--- src/rtl/clk_meas_pkg.sv ---
// Shared types and constants for the clock ratio meter.
package clk_meas_pkg;

  localparam int CNT_W_DEF  = 8;
  localparam int LOCK_N_DEF = 4;

  typedef enum logic [0:0] {
    SEEK = 1'b0,
    RUN  = 1'b1
  } meas_state_e;

  // Number of clkin cycles without a rising edge before a timeout is flagged.
  function automatic int timeout_cycles(input int cnt_w);
    return (32'sd1 << cnt_w) - 32'sd1;
  endfunction

endpackage

--- src/rtl/edge_sync.sv ---
// Two-flop synchroniser for an asynchronous waveform plus rise/fall detect.
module edge_sync (
  input  logic clkin,
  input  logic rst,
  input  logic sig_in,
  output logic lvl,
  output logic rise,
  output logic fall
);

  logic s1_r;
  logic s2_r;
  logic sd_r;

  // Synchronise sig_in (s1, s2) and keep one delayed copy (sd) for edges.
  always_ff @(posedge clkin) begin
    if (rst) begin
      s1_r <= 1'b0;
      s2_r <= 1'b0;
      sd_r <= 1'b0;
    end else begin
      s1_r <= sig_in;
      s2_r <= s1_r;
      sd_r <= s2_r;
    end
  end

  assign lvl  = s2_r;
  assign rise = s2_r & ~sd_r;
  assign fall = ~s2_r & sd_r;

endmodule

--- src/rtl/clk_ratio_meter.sv ---
// Measures period and high time of a divided clock in clkin cycles, with
// lock detection, duty-cycle check and a sticky no-edge timeout.
module clk_ratio_meter
  import clk_meas_pkg::*;
#(
  parameter int CNT_W  = CNT_W_DEF,
  parameter int LOCK_N = LOCK_N_DEF
) (
  input  logic             clkin,
  input  logic             rst,
  input  logic             sig_in,
  input  logic             clr_err,
  output logic [CNT_W-1:0] period,
  output logic [CNT_W-1:0] high_time,
  output logic             valid,
  output logic             locked,
  output logic             duty_ok,
  output logic             timeout
);

  localparam int               MATCH_W  = (LOCK_N > 1) ? $clog2(LOCK_N) : 1;
  localparam logic [MATCH_W-1:0] LOCK_MAX = MATCH_W'(LOCK_N - 1);
  localparam logic [CNT_W-1:0] CNT_MAX  = CNT_W'(timeout_cycles(CNT_W));
  localparam logic [CNT_W-1:0] CNT_ONE  = CNT_W'(1);

  logic lvl_s;
  logic rise_s;
  logic fall_s;
  logic hi_inc_s;

  meas_state_e        state_r,     state_s;
  logic [CNT_W-1:0]   per_cnt_r,   per_cnt_s;
  logic [CNT_W-1:0]   hi_cnt_r,    hi_cnt_s;
  logic [MATCH_W-1:0] match_cnt_r, match_cnt_s;
  logic [CNT_W-1:0]   period_r,    period_s;
  logic [CNT_W-1:0]   high_time_r, high_time_s;
  logic               valid_r,     valid_s;
  logic               locked_r,    locked_s;
  logic               timeout_r,   timeout_s;

  edge_sync u_edge_sync (
    .clkin  (clkin),
    .rst    (rst),
    .sig_in (sig_in),
    .lvl    (lvl_s),
    .rise   (rise_s),
    .fall   (fall_s)
  );

  // A falling-edge cycle is already low; excluding it keeps the intent explicit.
  assign hi_inc_s = lvl_s & ~fall_s;

  // |2*h - p| <= 1 evaluated one bit wider than the counters; never ok for p = 0.
  function automatic logic duty_check(input logic [CNT_W-1:0] p,
                                      input logic [CNT_W-1:0] h);
    logic [CNT_W:0] twice_h;
    logic [CNT_W:0] p_ext;
    logic [CNT_W:0] diff;
    twice_h = {h, 1'b0};
    p_ext   = {1'b0, p};
    if (twice_h >= p_ext) begin
      diff = twice_h - p_ext;
    end else begin
      diff = p_ext - twice_h;
    end
    return (p != {CNT_W{1'b0}}) && (diff <= {{CNT_W{1'b0}}, 1'b1});
  endfunction

  // Next-state logic for the measurement FSM, counters and flags.
  always_comb begin
    state_s     = state_r;
    per_cnt_s   = per_cnt_r;
    hi_cnt_s    = hi_cnt_r;
    match_cnt_s = match_cnt_r;
    period_s    = period_r;
    high_time_s = high_time_r;
    valid_s     = 1'b0;
    locked_s    = locked_r;
    if (clr_err) begin
      timeout_s = 1'b0;
    end else begin
      timeout_s = timeout_r;
    end

    case (state_r)
      SEEK: begin
        if (rise_s) begin
          state_s   = RUN;
          per_cnt_s = CNT_ONE;
          hi_cnt_s  = CNT_ONE;
        end else begin
          state_s   = SEEK;
        end
      end
      RUN: begin
        if (rise_s) begin
          period_s    = per_cnt_r;
          high_time_s = hi_cnt_r;
          valid_s     = 1'b1;
          per_cnt_s   = CNT_ONE;
          hi_cnt_s    = CNT_ONE;
          if (per_cnt_r == period_r) begin
            if (match_cnt_r == LOCK_MAX) begin
              match_cnt_s = LOCK_MAX;
            end else begin
              match_cnt_s = match_cnt_r + MATCH_W'(1);
            end
          end else begin
            match_cnt_s = {MATCH_W{1'b0}};
          end
          locked_s = (match_cnt_s == LOCK_MAX);
        end else if (per_cnt_r == CNT_MAX) begin
          // No edge for the full counter range: give up and re-acquire.
          timeout_s   = 1'b1;
          locked_s    = 1'b0;
          match_cnt_s = {MATCH_W{1'b0}};
          state_s     = SEEK;
        end else begin
          per_cnt_s = per_cnt_r + CNT_ONE;
          if (hi_inc_s && (hi_cnt_r != CNT_MAX)) begin
            hi_cnt_s = hi_cnt_r + CNT_ONE;
          end else begin
            hi_cnt_s = hi_cnt_r;
          end
        end
      end
      default: begin
        state_s     = SEEK;
        match_cnt_s = {MATCH_W{1'b0}};
        locked_s    = 1'b0;
      end
    endcase
  end

  // State and measurement registers.
  always_ff @(posedge clkin) begin
    if (rst) begin
      state_r     <= SEEK;
      per_cnt_r   <= {CNT_W{1'b0}};
      hi_cnt_r    <= {CNT_W{1'b0}};
      match_cnt_r <= {MATCH_W{1'b0}};
      period_r    <= {CNT_W{1'b0}};
      high_time_r <= {CNT_W{1'b0}};
      valid_r     <= 1'b0;
      locked_r    <= 1'b0;
      timeout_r   <= 1'b0;
    end else begin
      state_r     <= state_s;
      per_cnt_r   <= per_cnt_s;
      hi_cnt_r    <= hi_cnt_s;
      match_cnt_r <= match_cnt_s;
      period_r    <= period_s;
      high_time_r <= high_time_s;
      valid_r     <= valid_s;
      locked_r    <= locked_s;
      timeout_r   <= timeout_s;
    end
  end

  assign period    = period_r;
  assign high_time = high_time_r;
  assign valid     = valid_r;
  assign locked    = locked_r;
  assign timeout   = timeout_r;
  assign duty_ok   = duty_check(period_r, high_time_r);

endmodule

--- config.mk ---
export PLATFORM = sky130hd
export DESIGN_NAME = clk_ratio_meter
export DESIGN_NICKNAME = d
export VERILOG_FILES = /design/src/rtl/clk_meas_pkg.sv /design/src/rtl/edge_sync.sv /design/src/rtl/clk_ratio_meter.sv
export SDC_FILE = /design/constraint.sdc
export NUM_CORES = 1
export LEC_CHECK = 0
export BUFFER_PORTS_ARGS = -buffer_cell sky130_fd_sc_hd__buf_2
export CAP_MARGIN = 20
export CORE_MARGIN = 4
export CORE_UTILIZATION = 40
export DETAILED_ROUTE_END_ITERATION = 8
export GPL_ROUTABILITY_DRIVEN = 0
export SLEW_MARGIN = 25
export SYNTH_ARGS = -nofsm -noshare
export SYNTH_HDL_FRONTEND = slang
export SYNTH_HIERARCHICAL = 1
export SYNTH_SLANG_ARGS = --single-unit
--- constraint.sdc ---
create_clock -name clkin -period 3.07 [get_ports clkin]
set_input_delay 0.614 -clock clkin [delete_from_list [all_inputs] [get_ports clkin]]
set_output_delay 0.614 -clock clkin [all_outputs]
set_load 0.05 [all_outputs]
==> impl_metrics.env <==
export IMPL_yosysMostFrequentCell="nand2_1"
export IMPL_hold_viol_final=0
export IMPL_die_area_um2=7370
export IMPL_yosysSeqAreaShare=0.338
export IMPL_cts_max_level=2
export IMPL_cts_sinks=41
export IMPL_synth_common_cells="nand2_1, dfxtp_1, nor2_1"
export IMPL_ys_types=41
export IMPL_synth_top_area_share=0.338
export IMPL_power_frac_comb=0.033
export IMPL_cts_hold_buffers_added=0
export IMPL_first_iter_violations=76
export IMPL_placed_cells=420
export IMPL_cp_data_required_time_ns=2.46
export IMPL_fp_row_count=28
export IMPL_regArea_um2=830
export IMPL_crit_slowest_cell="dfxtp_4"
export IMPL_boundaryPins=24
export IMPL_yosys_mux_area_fraction=0.00826
export IMPL_clockPowerShare=0.470
export IMPL_slew_headroom=0.534
export IMPL_synth_area_um2=2420
export IMPL_synth_edf_count=0
export IMPL_p_int_uw=872
export IMPL_fin_nets=374
export IMPL_violations="setup timing"
export IMPL_critPathLaunchType="register"
export IMPL_synth_simple_area_share=0.237
export IMPL_core_area_um2=5890
export IMPL_first_pass_iters=4
export IMPL_fin_area_um2=3010
export IMPL_finalCritPeriodShare=1.12
export IMPL_worstPathArrival_ns=2.82
export IMPL_ys_warn_count=6
export IMPL_root_buffer="clkbuf_8"
export IMPL_worst_pin_slew_ns=0.693
export IMPL_grt_overflow=0
export IMPL_rsz0062_at_grt="yes"
export IMPL_power_frac_seq=0.497
export IMPL_die_h_um=85.9
export IMPL_hold_path_class="reg -> reg"
export IMPL_p_leak_uw=0.00123
export IMPL_fillers=550
export IMPL_grt_start_max_net_pins=29
export IMPL_synth_top_family_by_area="simple AND/OR/NAND/NOR gates"
export IMPL_yosys_register_bits=41
export IMPL_fin_cells=428
export IMPL_numCtsBuffers=5
export IMPL_skew_ns=0.00924
export IMPL_setup_worst_path_class="reg -> out"
export IMPL_fin_ws_ns=-0.366
export IMPL_grt_first_pass_wirelength_um=9870
export IMPL_die_x_um=85.9
export IMPL_synthAdderAreaFrac=0.0991
export IMPL_drt_total_wl_um=5700
export IMPL_ir_worst_vdd_v=0.000301
export IMPL_drive_gt1_frac=0.229
export IMPL_power_switching_uw=219
export IMPL_min_period_ns=3.44
export IMPL_cp_cell_sequence="inv_2 > ha_4 > fa_2 > or3_1 > o22a_2 > a211oi_4 > buf_6 > a211oi_1 > a21oi_1 > xor2_1 > nor3_4 > buf_6"
export IMPL_cts_tree="built"
export IMPL_max_stage_delay_ns=0.35
export IMPL_synth_area_leader_cell="dfxtp_1"
export IMPL_power_density_nw_per_um2=363
export IMPL_grt_total_usage=0.165
export IMPL_synthTopCellsByArea="dfxtp_1, ha_1, nand2_1"
export IMPL_status="complete, but fails checks"
export IMPL_synth_xor_area_frac=0.108
export IMPL_clk_pin_slew_ns=0.08
export IMPL_diodes=0
export IMPL_layout_area_overhead_vs_synth_pct=24.0
export IMPL_synth_compound_area_share=0.150
export IMPL_drc=0
export IMPL_vias=2178
export IMPL_critPathMaxFanout=5
export IMPL_wire_per_inst_um=13.3
export IMPL_cap_violations=0
export IMPL_clk_latency_ns=0.30
export IMPL_grt_antenna_before_repair=0
export IMPL_ant_nets=0
export IMPL_setup_viol=1
export IMPL_dp_hpwl_um=4350
export IMPL_synth_flop_cell="dfxtp_1"
export IMPL_total_power_uw=1090
export IMPL_start_util=0.412
export IMPL_max_freq_ghz=0.291
export IMPL_io_buffers=23
export IMPL_p_sw_frac=0.201
export IMPL_synthArstFlopShare=0
export IMPL_synth_nets=327
export IMPL_maxSlewViolCount=0
export IMPL_clk_path_buf_depth=2
export IMPL_crit_path_frequent_cell="buf_6"
export IMPL_placed_cell_area_um2=2850
export IMPL_via_per_inst=5.09
export IMPL_avgSynthCellArea_um2=7.95
export IMPL_syn_inst=305
export IMPL_grt_pass1_vias=2159
export IMPL_multi_input_area_um2=1510
export IMPL_setup_tns_final_ns=-0.366
export IMPL_worstSetupEndpointType="output port"
export IMPL_place_ws_ns=-0.234
per-stage QoR:
step / hold WS (ns) / utilization
floorplan: 0.414 / -
finish: 0.447 / 0.511
CTS: 0.455 / 0.511
detailed placement: 0.437 / 0.483
global route: 0.468 / 0.511
global placement: 0.445 / 0.483
cells by family (layout without fill, tap and decap cells):
logic type                 count (synthesis)  in the layout
adders and majority gates                 18             18
and+or+nand+nor                          122            122
AOI/OAI and AO/OA                         57             57
DFF                                       41             41
xor gates and xnor gates                  30             30
muxes                                      2              2
buffers and inverters                     35             83
registers in the layout (all words and copies together), names as in the netlist:
signal            flops
timeout               1
match_cnt_r           2
per_cnt_r             8
u_edge_sync/s1_r      1
state_r               1
locked                1
period                8
valid                 1
high_time             8
u_edge_sync/lvl       1
u_edge_sync/sd_r      1
hi_cnt_r              8
power by group through the flow:
stage	sequential, uW	combinational (uW)	clock (uW)
floorplan	553	27.1	0
detailed placement	555	35.8	0
CTS	542	36.8	523
global placement	554	35.6	0
global route	543	41.0	544
finish	542	36.1	513
repair_timing:
item / 4_1_cts / 5_1_grt
pin swaps: 5 / 0
endpoints found under the setup margin: 1 / 1
buffers inserted: 0 / 0
resized for setup: 6 / 0
per-layer routing:
| metal | global-route usage | share of wire |
|---|---|---|
| met2 | 0.282 | 0.47 |
| met4 | 0.0532 | 0.018 |
| met1 | 0.210 | 0.48 |
| met5 | 0 | 0 |
| met3 | 0.0269 | 0.028 |
final timing paths:
kind	endpoint	slack [ns]	cells after the start	from
setup / recovery	duty_ok	-0.37	12	period[1]
hold / removal	u_edge_sync/lvl	0.45	1	u_edge_sync/s1_r
setup reg to reg	hi_cnt_r[7]	0.77	8	per_cnt_r[0]
hold reg to reg	u_edge_sync/lvl	0.45	1	u_edge_sync/s1_r
layout make-up:
type / count / share of cell area
well taps: 75 / 0.0312
flip-flops and latches: 41 / 0.276
repair buffers: 56 / 0.124
clock inverters: 3 / 0.0216
multi-input cells: 229 / 0.501
clock buffers: 5 / 0.0229
inverters: 19 / 0.0237
cells in the final DEF (no fill, tap or decap), types with 2 or more instances in the layout:
cell,n
or3_1,2
nor4_1,3
nand2b_1,4
xor2_1,19
nor2b_1,7
nand2_1,45
nor2_1,31
buf_4,32
dfxtp_1,36
bufinv_16,2
nor3_1,4
buf_6,2
o21a_1,4
ha_1,15
nand3_1,8
a31oi_1,3
inv_1,18
a211oi_1,3
and3b_1,2
a21oi_1,25
o21ai_0,7
nand4_1,9
xnor2_1,11
mux2i_1,2
clkbuf_8,5
dfxtp_2,4
buf_2,22
a21o_1,4
critical path: cells and delay by family, from the launching register on:
| kind | cells | cell delay (ns) |
|---|---|---|
| XOR/XNOR | 1 | 0.27 |
| AND/OR/NAND/NOR | 2 | 0.38 |
| buffers and inverters | 3 | 0.35 |
| adder cells (fa/ha/maj) | 2 | 0.48 |
| flip-flops | 1 | 0.35 |
| AO/OA/AOI/OAI | 4 | 0.69 |
No activity file was read; power rests on OpenSTA's default activity.
